--- src/rtl/pulse_seq_pkg.sv ---
// Shared types and register map for the pulse sequencer bank.
// Burst support is selected with PULSE_SEQ_BURST_EN.
package pulse_seq_pkg;

    typedef enum logic [1:0] {
        IDLE    = 2'd0,
        INITIAL = 2'd1,
        HIGH    = 2'd2,
        LOW     = 2'd3
    } state_t;

    // Per-channel register offsets within the 4-byte channel window.
    localparam logic [1:0] OFF_INITIAL = 2'd0;
    localparam logic [1:0] OFF_LOW     = 2'd1;
    localparam logic [1:0] OFF_HIGH    = 2'd2;
    localparam logic [1:0] OFF_BURST   = 2'd3;

    localparam logic [7:0] ADDR_START = 8'hF0;
    localparam logic [7:0] ADDR_STOP  = 8'hF1;

    localparam int MAX_CHANNELS = 16;

endpackage

--- src/rtl/pulse_seq_bank_if.sv ---
// Register-write strobe bus and per-channel status outputs of the pulse sequencer bank.
interface pulse_seq_bank_if #(
    parameter int N_CHANNELS  = 4,
    parameter int COUNT_WIDTH = 32
);
    logic                   reg_wr;
    logic [7:0]             reg_addr;
    logic [COUNT_WIDTH-1:0] reg_data;
    logic [N_CHANNELS-1:0]  laser_en;
    logic [N_CHANNELS-1:0]  running;
    logic [N_CHANNELS-1:0]  done;

    modport master (
        output reg_wr, reg_addr, reg_data,
        input  laser_en, running, done
    );

    modport slave (
        input  reg_wr, reg_addr, reg_data,
        output laser_en, running, done
    );
endinterface

--- src/rtl/pulse_seq_channel.sv ---
// One sequencer channel: count registers, phase down-counter and phase FSM.
// With PULSE_SEQ_BURST_EN defined it also holds the burst register and pulse counter.
//
// state   | meaning
// IDLE    | channel stopped, outputs low
// INITIAL | start delay, laser off
// HIGH    | laser on
// LOW     | laser off between pulses
module pulse_seq_channel
    import pulse_seq_pkg::*;
#(
    parameter int COUNT_WIDTH = 32
) (
    input  logic                   clk,
    input  logic                   reset,
    input  logic                   i_wr_initial,
    input  logic                   i_wr_low,
    input  logic                   i_wr_high,
    input  logic                   i_wr_burst,
    input  logic [COUNT_WIDTH-1:0] i_wr_data,
    input  logic                   i_start,
    input  logic                   i_stop,
    output logic                   o_laser_en,
    output logic                   o_running,
    output logic                   o_done
);

    localparam logic [COUNT_WIDTH-1:0] ONE = COUNT_WIDTH'(1);

    logic [COUNT_WIDTH-1:0] r_initial;
    logic [COUNT_WIDTH-1:0] r_low;
    logic [COUNT_WIDTH-1:0] r_high;
    logic [COUNT_WIDTH-1:0] r_cnt;
    logic [COUNT_WIDTH-1:0] w_cnt_nxt;
    state_t                 r_state;
    state_t                 w_state_nxt;
    logic                   r_laser_en;
    logic                   r_running;

    // A programmed count of 0 behaves as a one-cycle phase.
    function automatic logic [COUNT_WIDTH-1:0] phase_load(input logic [COUNT_WIDTH-1:0] count);
        return (count == '0) ? '0 : count - ONE;
    endfunction

`ifdef PULSE_SEQ_BURST_EN
    logic [COUNT_WIDTH-1:0] r_burst;
    logic [COUNT_WIDTH-1:0] r_pulses;
    logic [COUNT_WIDTH-1:0] w_pulses_nxt;
    logic                   w_last_pulse;
    logic                   w_done_nxt;
    logic                   r_done;

    assign w_last_pulse = (r_burst != '0) && ((r_pulses + ONE) == r_burst);
`else
    logic w_unused_burst;
    assign w_unused_burst = i_wr_burst;
`endif

    always_comb begin
        w_state_nxt = r_state;
        w_cnt_nxt   = r_cnt;
`ifdef PULSE_SEQ_BURST_EN
        w_pulses_nxt = r_pulses;
        w_done_nxt   = 1'b0;
`endif
        if (i_stop) begin
            w_state_nxt = IDLE;
        end else if (i_start) begin
            w_state_nxt = INITIAL;
            w_cnt_nxt   = phase_load(r_initial);
`ifdef PULSE_SEQ_BURST_EN
            w_pulses_nxt = '0;
`endif
        end else begin
            case (r_state)
                INITIAL, LOW: begin
                    if (r_cnt == '0) begin
                        w_state_nxt = HIGH;
                        w_cnt_nxt   = phase_load(r_high);
                    end else begin
                        w_cnt_nxt = r_cnt - ONE;
                    end
                end
                HIGH: begin
                    if (r_cnt == '0) begin
`ifdef PULSE_SEQ_BURST_EN
                        if (w_last_pulse) begin
                            w_state_nxt = IDLE;
                            w_done_nxt  = 1'b1;
                        end else begin
                            w_state_nxt = LOW;
                            w_cnt_nxt   = phase_load(r_low);
                            if (r_pulses != '1) begin
                                w_pulses_nxt = r_pulses + ONE;
                            end
                        end
`else
                        w_state_nxt = LOW;
                        w_cnt_nxt   = phase_load(r_low);
`endif
                    end else begin
                        w_cnt_nxt = r_cnt - ONE;
                    end
                end
                default: begin
                    w_state_nxt = IDLE;
                end
            endcase
        end
    end

    // Count registers only feed the next phase load, never the running counter.
    always_ff @(posedge clk) begin
        if (reset) begin
            r_initial <= '0;
            r_low     <= '0;
            r_high    <= '0;
        end else begin
            if (i_wr_initial) r_initial <= i_wr_data;
            if (i_wr_low)     r_low     <= i_wr_data;
            if (i_wr_high)    r_high    <= i_wr_data;
        end
    end

    always_ff @(posedge clk) begin
        if (reset) begin
            r_state    <= IDLE;
            r_cnt      <= '0;
            r_laser_en <= 1'b0;
            r_running  <= 1'b0;
        end else begin
            r_state    <= w_state_nxt;
            r_cnt      <= w_cnt_nxt;
            r_laser_en <= (w_state_nxt == HIGH);
            r_running  <= (w_state_nxt != IDLE);
        end
    end

`ifdef PULSE_SEQ_BURST_EN
    always_ff @(posedge clk) begin
        if (reset) begin
            r_burst  <= '0;
            r_pulses <= '0;
            r_done   <= 1'b0;
        end else begin
            if (i_wr_burst) r_burst <= i_wr_data;
            r_pulses <= w_pulses_nxt;
            r_done   <= w_done_nxt;
        end
    end

    assign o_done = r_done;
`else
    assign o_done = 1'b0;
`endif

    assign o_laser_en = r_laser_en;
    assign o_running  = r_running;

endmodule

--- src/rtl/pulse_seq_bank.sv ---
// Bank of independent laser pulse sequencers: address decode plus one channel instance each.
// Burst mode is compiled in when PULSE_SEQ_BURST_EN is defined.
module pulse_seq_bank
    import pulse_seq_pkg::*;
#(
    parameter int N_CHANNELS  = 4,
    parameter int COUNT_WIDTH = 32
) (
    input  logic             clk,
    input  logic             reset,
    pulse_seq_bank_if.slave  bus
);

    logic [N_CHANNELS-1:0] w_laser_en;
    logic [N_CHANNELS-1:0] w_running;
    logic [N_CHANNELS-1:0] w_done;
    logic                  w_wr_start;
    logic                  w_wr_stop;

    assign w_wr_start = bus.reg_wr && (bus.reg_addr == ADDR_START);
    assign w_wr_stop  = bus.reg_wr && (bus.reg_addr == ADDR_STOP);

    for (genvar c = 0; c < N_CHANNELS; c++) begin : g_ch
        logic w_wr_chan;
        logic w_start;
        logic w_stop;

        // Channel windows sit at 4c..4c+3, so the upper six address bits select the channel.
        assign w_wr_chan = bus.reg_wr && (bus.reg_addr[7:2] == 6'(c));

        if (c < COUNT_WIDTH) begin : g_mask
            assign w_start = w_wr_start && bus.reg_data[c];
            assign w_stop  = w_wr_stop  && bus.reg_data[c];
        end else begin : g_nomask
            assign w_start = 1'b0;
            assign w_stop  = 1'b0;
        end

        pulse_seq_channel #(
            .COUNT_WIDTH (COUNT_WIDTH)
        ) u_channel (
            .clk          (clk),
            .reset        (reset),
            .i_wr_initial (w_wr_chan && (bus.reg_addr[1:0] == OFF_INITIAL)),
            .i_wr_low     (w_wr_chan && (bus.reg_addr[1:0] == OFF_LOW)),
            .i_wr_high    (w_wr_chan && (bus.reg_addr[1:0] == OFF_HIGH)),
            .i_wr_burst   (w_wr_chan && (bus.reg_addr[1:0] == OFF_BURST)),
            .i_wr_data    (bus.reg_data),
            .i_start      (w_start),
            .i_stop       (w_stop),
            .o_laser_en   (w_laser_en[c]),
            .o_running    (w_running[c]),
            .o_done       (w_done[c])
        );
    end

    assign bus.laser_en = w_laser_en;
    assign bus.running  = w_running;
    assign bus.done     = w_done;

endmodule

--- src/flat_wrapper.sv ---
// flat-port wrapper written by rule: the top's interface ports become plain ports
module pulse_seq_bank_flat import pulse_seq_pkg::*;
#(
    parameter int N_CHANNELS  = 4,
    parameter int COUNT_WIDTH = 32
)
  (clk, reset, bus_reg_wr, bus_reg_addr, bus_reg_data, bus_laser_en, bus_running, bus_done);
  pulse_seq_bank_if #(.N_CHANNELS(N_CHANNELS), .COUNT_WIDTH(COUNT_WIDTH)) bus_i ();
  input  logic clk;
  input  logic reset;
  input wire logic [$bits(bus_i.reg_wr)-1:0] bus_reg_wr;
  input wire logic [$bits(bus_i.reg_addr)-1:0] bus_reg_addr;
  input wire logic [$bits(bus_i.reg_data)-1:0] bus_reg_data;
  output wire logic [$bits(bus_i.laser_en)-1:0] bus_laser_en;
  output wire logic [$bits(bus_i.running)-1:0] bus_running;
  output wire logic [$bits(bus_i.done)-1:0] bus_done;
  assign bus_i.reg_wr = bus_reg_wr;
  assign bus_i.reg_addr = bus_reg_addr;
  assign bus_i.reg_data = bus_reg_data;
  assign bus_laser_en = bus_i.laser_en;
  assign bus_running = bus_i.running;
  assign bus_done = bus_i.done;
  pulse_seq_bank #(.N_CHANNELS(N_CHANNELS), .COUNT_WIDTH(COUNT_WIDTH)) u_core (.clk(clk), .reset(reset), .bus(bus_i));
endmodule
--- config.mk ---
export PLATFORM = sky130hd
export DESIGN_NAME = pulse_seq_bank_flat
export DESIGN_NICKNAME = d
export VERILOG_FILES = /design/src/rtl/pulse_seq_pkg.sv /design/src/rtl/pulse_seq_bank_if.sv /design/src/rtl/pulse_seq_channel.sv /design/src/rtl/pulse_seq_bank.sv /design/src/flat_wrapper.sv
export SDC_FILE = /design/constraint.sdc
export NUM_CORES = 2
export LEC_CHECK = 0
export CAP_MARGIN = 20
export CORE_UTILIZATION = 50
export DETAILED_ROUTE_END_ITERATION = 16
export PLACE_DENSITY = 0.63
export SLEW_MARGIN = 20
export SYNTH_ARGS = -nofsm -noshare
export SYNTH_HDL_FRONTEND = slang
export SYNTH_HIERARCHICAL = 1
export SYNTH_SLANG_ARGS = --single-unit
--- constraint.sdc ---
create_clock -name clk -period 4.1 [get_ports clk]
set_input_delay 1.23 -clock clk [delete_from_list [all_inputs] [get_ports clk]]
set_output_delay 1.23 -clock clk [all_outputs]
set_load 0.02 [all_outputs]
==> impl_metrics.toml <==
[run_status]
status = "finished clean"

[clock_tree]
numClockSinks = 528
clk_path_buf_depth = 3
post_cts_buffers = 0
post_cts_resized = 0
cts_hold_buf = 0
htree_levels = 2
path_clk_slew_ps = 60
cts_root_buf = "clkbuf_16"
insertion_delay_ps = 630
cts_tree = "done"
cts_made_buffers = 60

[power_and_ir_drop]
ir_drop_mv = 0.428
power_mw = 11.8
total_leakage_power_nw = 13.7
power_density_mw_per_mm2 = 329

[cells_and_area]
fillers = 5885
layout.nets = 3937
stdcell_count = 4764
post-route-util = 0.568
final_cell_mix = "nor2_1, dfxtp_1, mux2i_1"
drive_gt1_frac = 0.0863
diodes = 0
design_area_mm2 = 0.0358
syn2layout_area_growth_pct = 12.4
final_common_cell = "nor2_1"

[timing]
tightest_slew_ps = 1150
maxSlewViolCount = 0
fin_ws_ps = 647
rsz0062_at_grt = "false"
fin_crit_ps = 3450
finalSetupViolCount = 0
hold_viol = 0
timing.final.crit_share = 0.842
fin_hold_ws_ps = 469
clock_skew_ps = 15.0
slew_headroom = 0.229
max_freq_ghz = 0.290
finalSetupTns_ps = 0

[placed_design]
gp_congestion = 0.926
dp_slack_ps = 88.6
dp_hpwl_um = 71400
port_buffers = 50
placed_area_mm2 = 0.0337
post-place-cells = 4658

[worst_setup_path]
cp_top_family = "simple AND/OR/NAND/NOR gates"
critPathMaxFanout = 27
max_stage_delay_ps = 670
cp_num_buf_inv = 2
crit_path_end_kind = "register"
arrival_ps = 3950
start_kind = "register"
slowest_stage = "or4b_2"
crit_required_ps = 4600
worst-setup-path-type = "reg2reg"
crit_path_cell_trace = "inv_1 > ha_1 > or4b_2 > nand4bb_1 > o31ai_4 > buf_4 > a21oi_1 > a311oi_1 > o32ai_1"

[route]
drt-initial-drc-count = 2744
firstDrtPassIters = 5
vias_per_cell = 6.27
ant_nets = 0
routedWlPerCell_um = 21.9
vias = 29900
wirelength_um = 105000
drc = 0

[logic_synthesis]
yosysWarningCount = 6
synth_area_mm2 = 0.0318
syn-num-nets = 3949
synth.avg_cell_area_um2 = 8.19
postSynthCellCount = 3886

[global_routing]
grtUsageTotal = 0.317
overflow = 0
grt_pass1_vias = 27200
grt_max_degree = 111
grt_pass1_wl_um = 160000
antenna_found_initial = 2

[die]
pin_count = 55
rows = 92
dieArea_mm2 = 0.0646
die_h_um = 254
core_mm2 = 0.0630
fp.dieW_um = 254
start_util = 0.505

[hold_path]
min_path_type = "reg2reg"

[flow_run]
maxCapViolations = 0
==> power breakdown <==
| part | internal, mW | leakage (nW) | switching (mW) |
|---|---|---|---|
| registers | 5.14 | 4.25 | 0.0104 |
| logic | 0.245 | 8.46 | 0.582 |
| clock network | 3.54 | 1.02 | 2.24 |
| total | 8.92 | 13.7 | 2.84 |
==> metal layers <==
metal	wire length, µm	vias up	global-route usage
met5	0	-	0
met4	4980	0	0.146
met3	6080	241	0.0310
met2	47100	996	0.506
met1	46400	14400	0.430
li1	-	14300	-
==> tightest hold or removal path, cell delays in order, from the launching register on <==
cell and delay (ps):
dfxtp_1 320, nand2_1 50, o21ai_1 50
==> layout make-up <==
type,instances,area (µm²),area share
inverters,64,240,0.00672
flip-flops and latches,528,10600,0.296
repair buffers,173,1680,0.0469
well taps,846,1060,0.0296
clock inverters,23,398,0.0111
multi-input cells,3047,20100,0.563
clock buffers,83,1690,0.0472
==> registers in the layout, indices dropped and copies added (netlist names) <==
signal and cells:
u_core/g_ch.u_channel/r_low 128, u_core/g_ch.u_channel/r_initial 128, u_core/g_ch.u_channel/o_running 4, u_core/g_ch.u_channel/r_cnt 128, u_core/g_ch.u_channel/r_state 8, u_core/g_ch.u_channel/o_laser_en 4, u_core/g_ch.u_channel/r_high 128
==> path summary, 6_finish.rpt <==
| check | from | end | slack [ps] | depth (start not counted) |
|---|---|---|---|---|
| setup reg to reg | u_core/g_ch[3].u_channel/r_low[0]$_SDFFE_PP0P_ | u_core/g_ch[3].u_channel/r_cnt[4]$_SDFFE_PP0P_ | 650 | 9 |
| hold / removal | u_core/g_ch[1].u_channel/r_cnt[24]$_SDFFE_PP0P_ | u_core/g_ch[1].u_channel/r_cnt[24]$_SDFFE_PP0P_ | 470 | 2 |
| setup / recovery | u_core/g_ch[3].u_channel/r_low[0]$_SDFFE_PP0P_ | u_core/g_ch[3].u_channel/r_cnt[4]$_SDFFE_PP0P_ | 650 | 9 |
| hold reg to reg | u_core/g_ch[1].u_channel/r_cnt[24]$_SDFFE_PP0P_ | u_core/g_ch[1].u_channel/r_cnt[24]$_SDFFE_PP0P_ | 470 | 2 |
(Power assumes the default switching activity.)
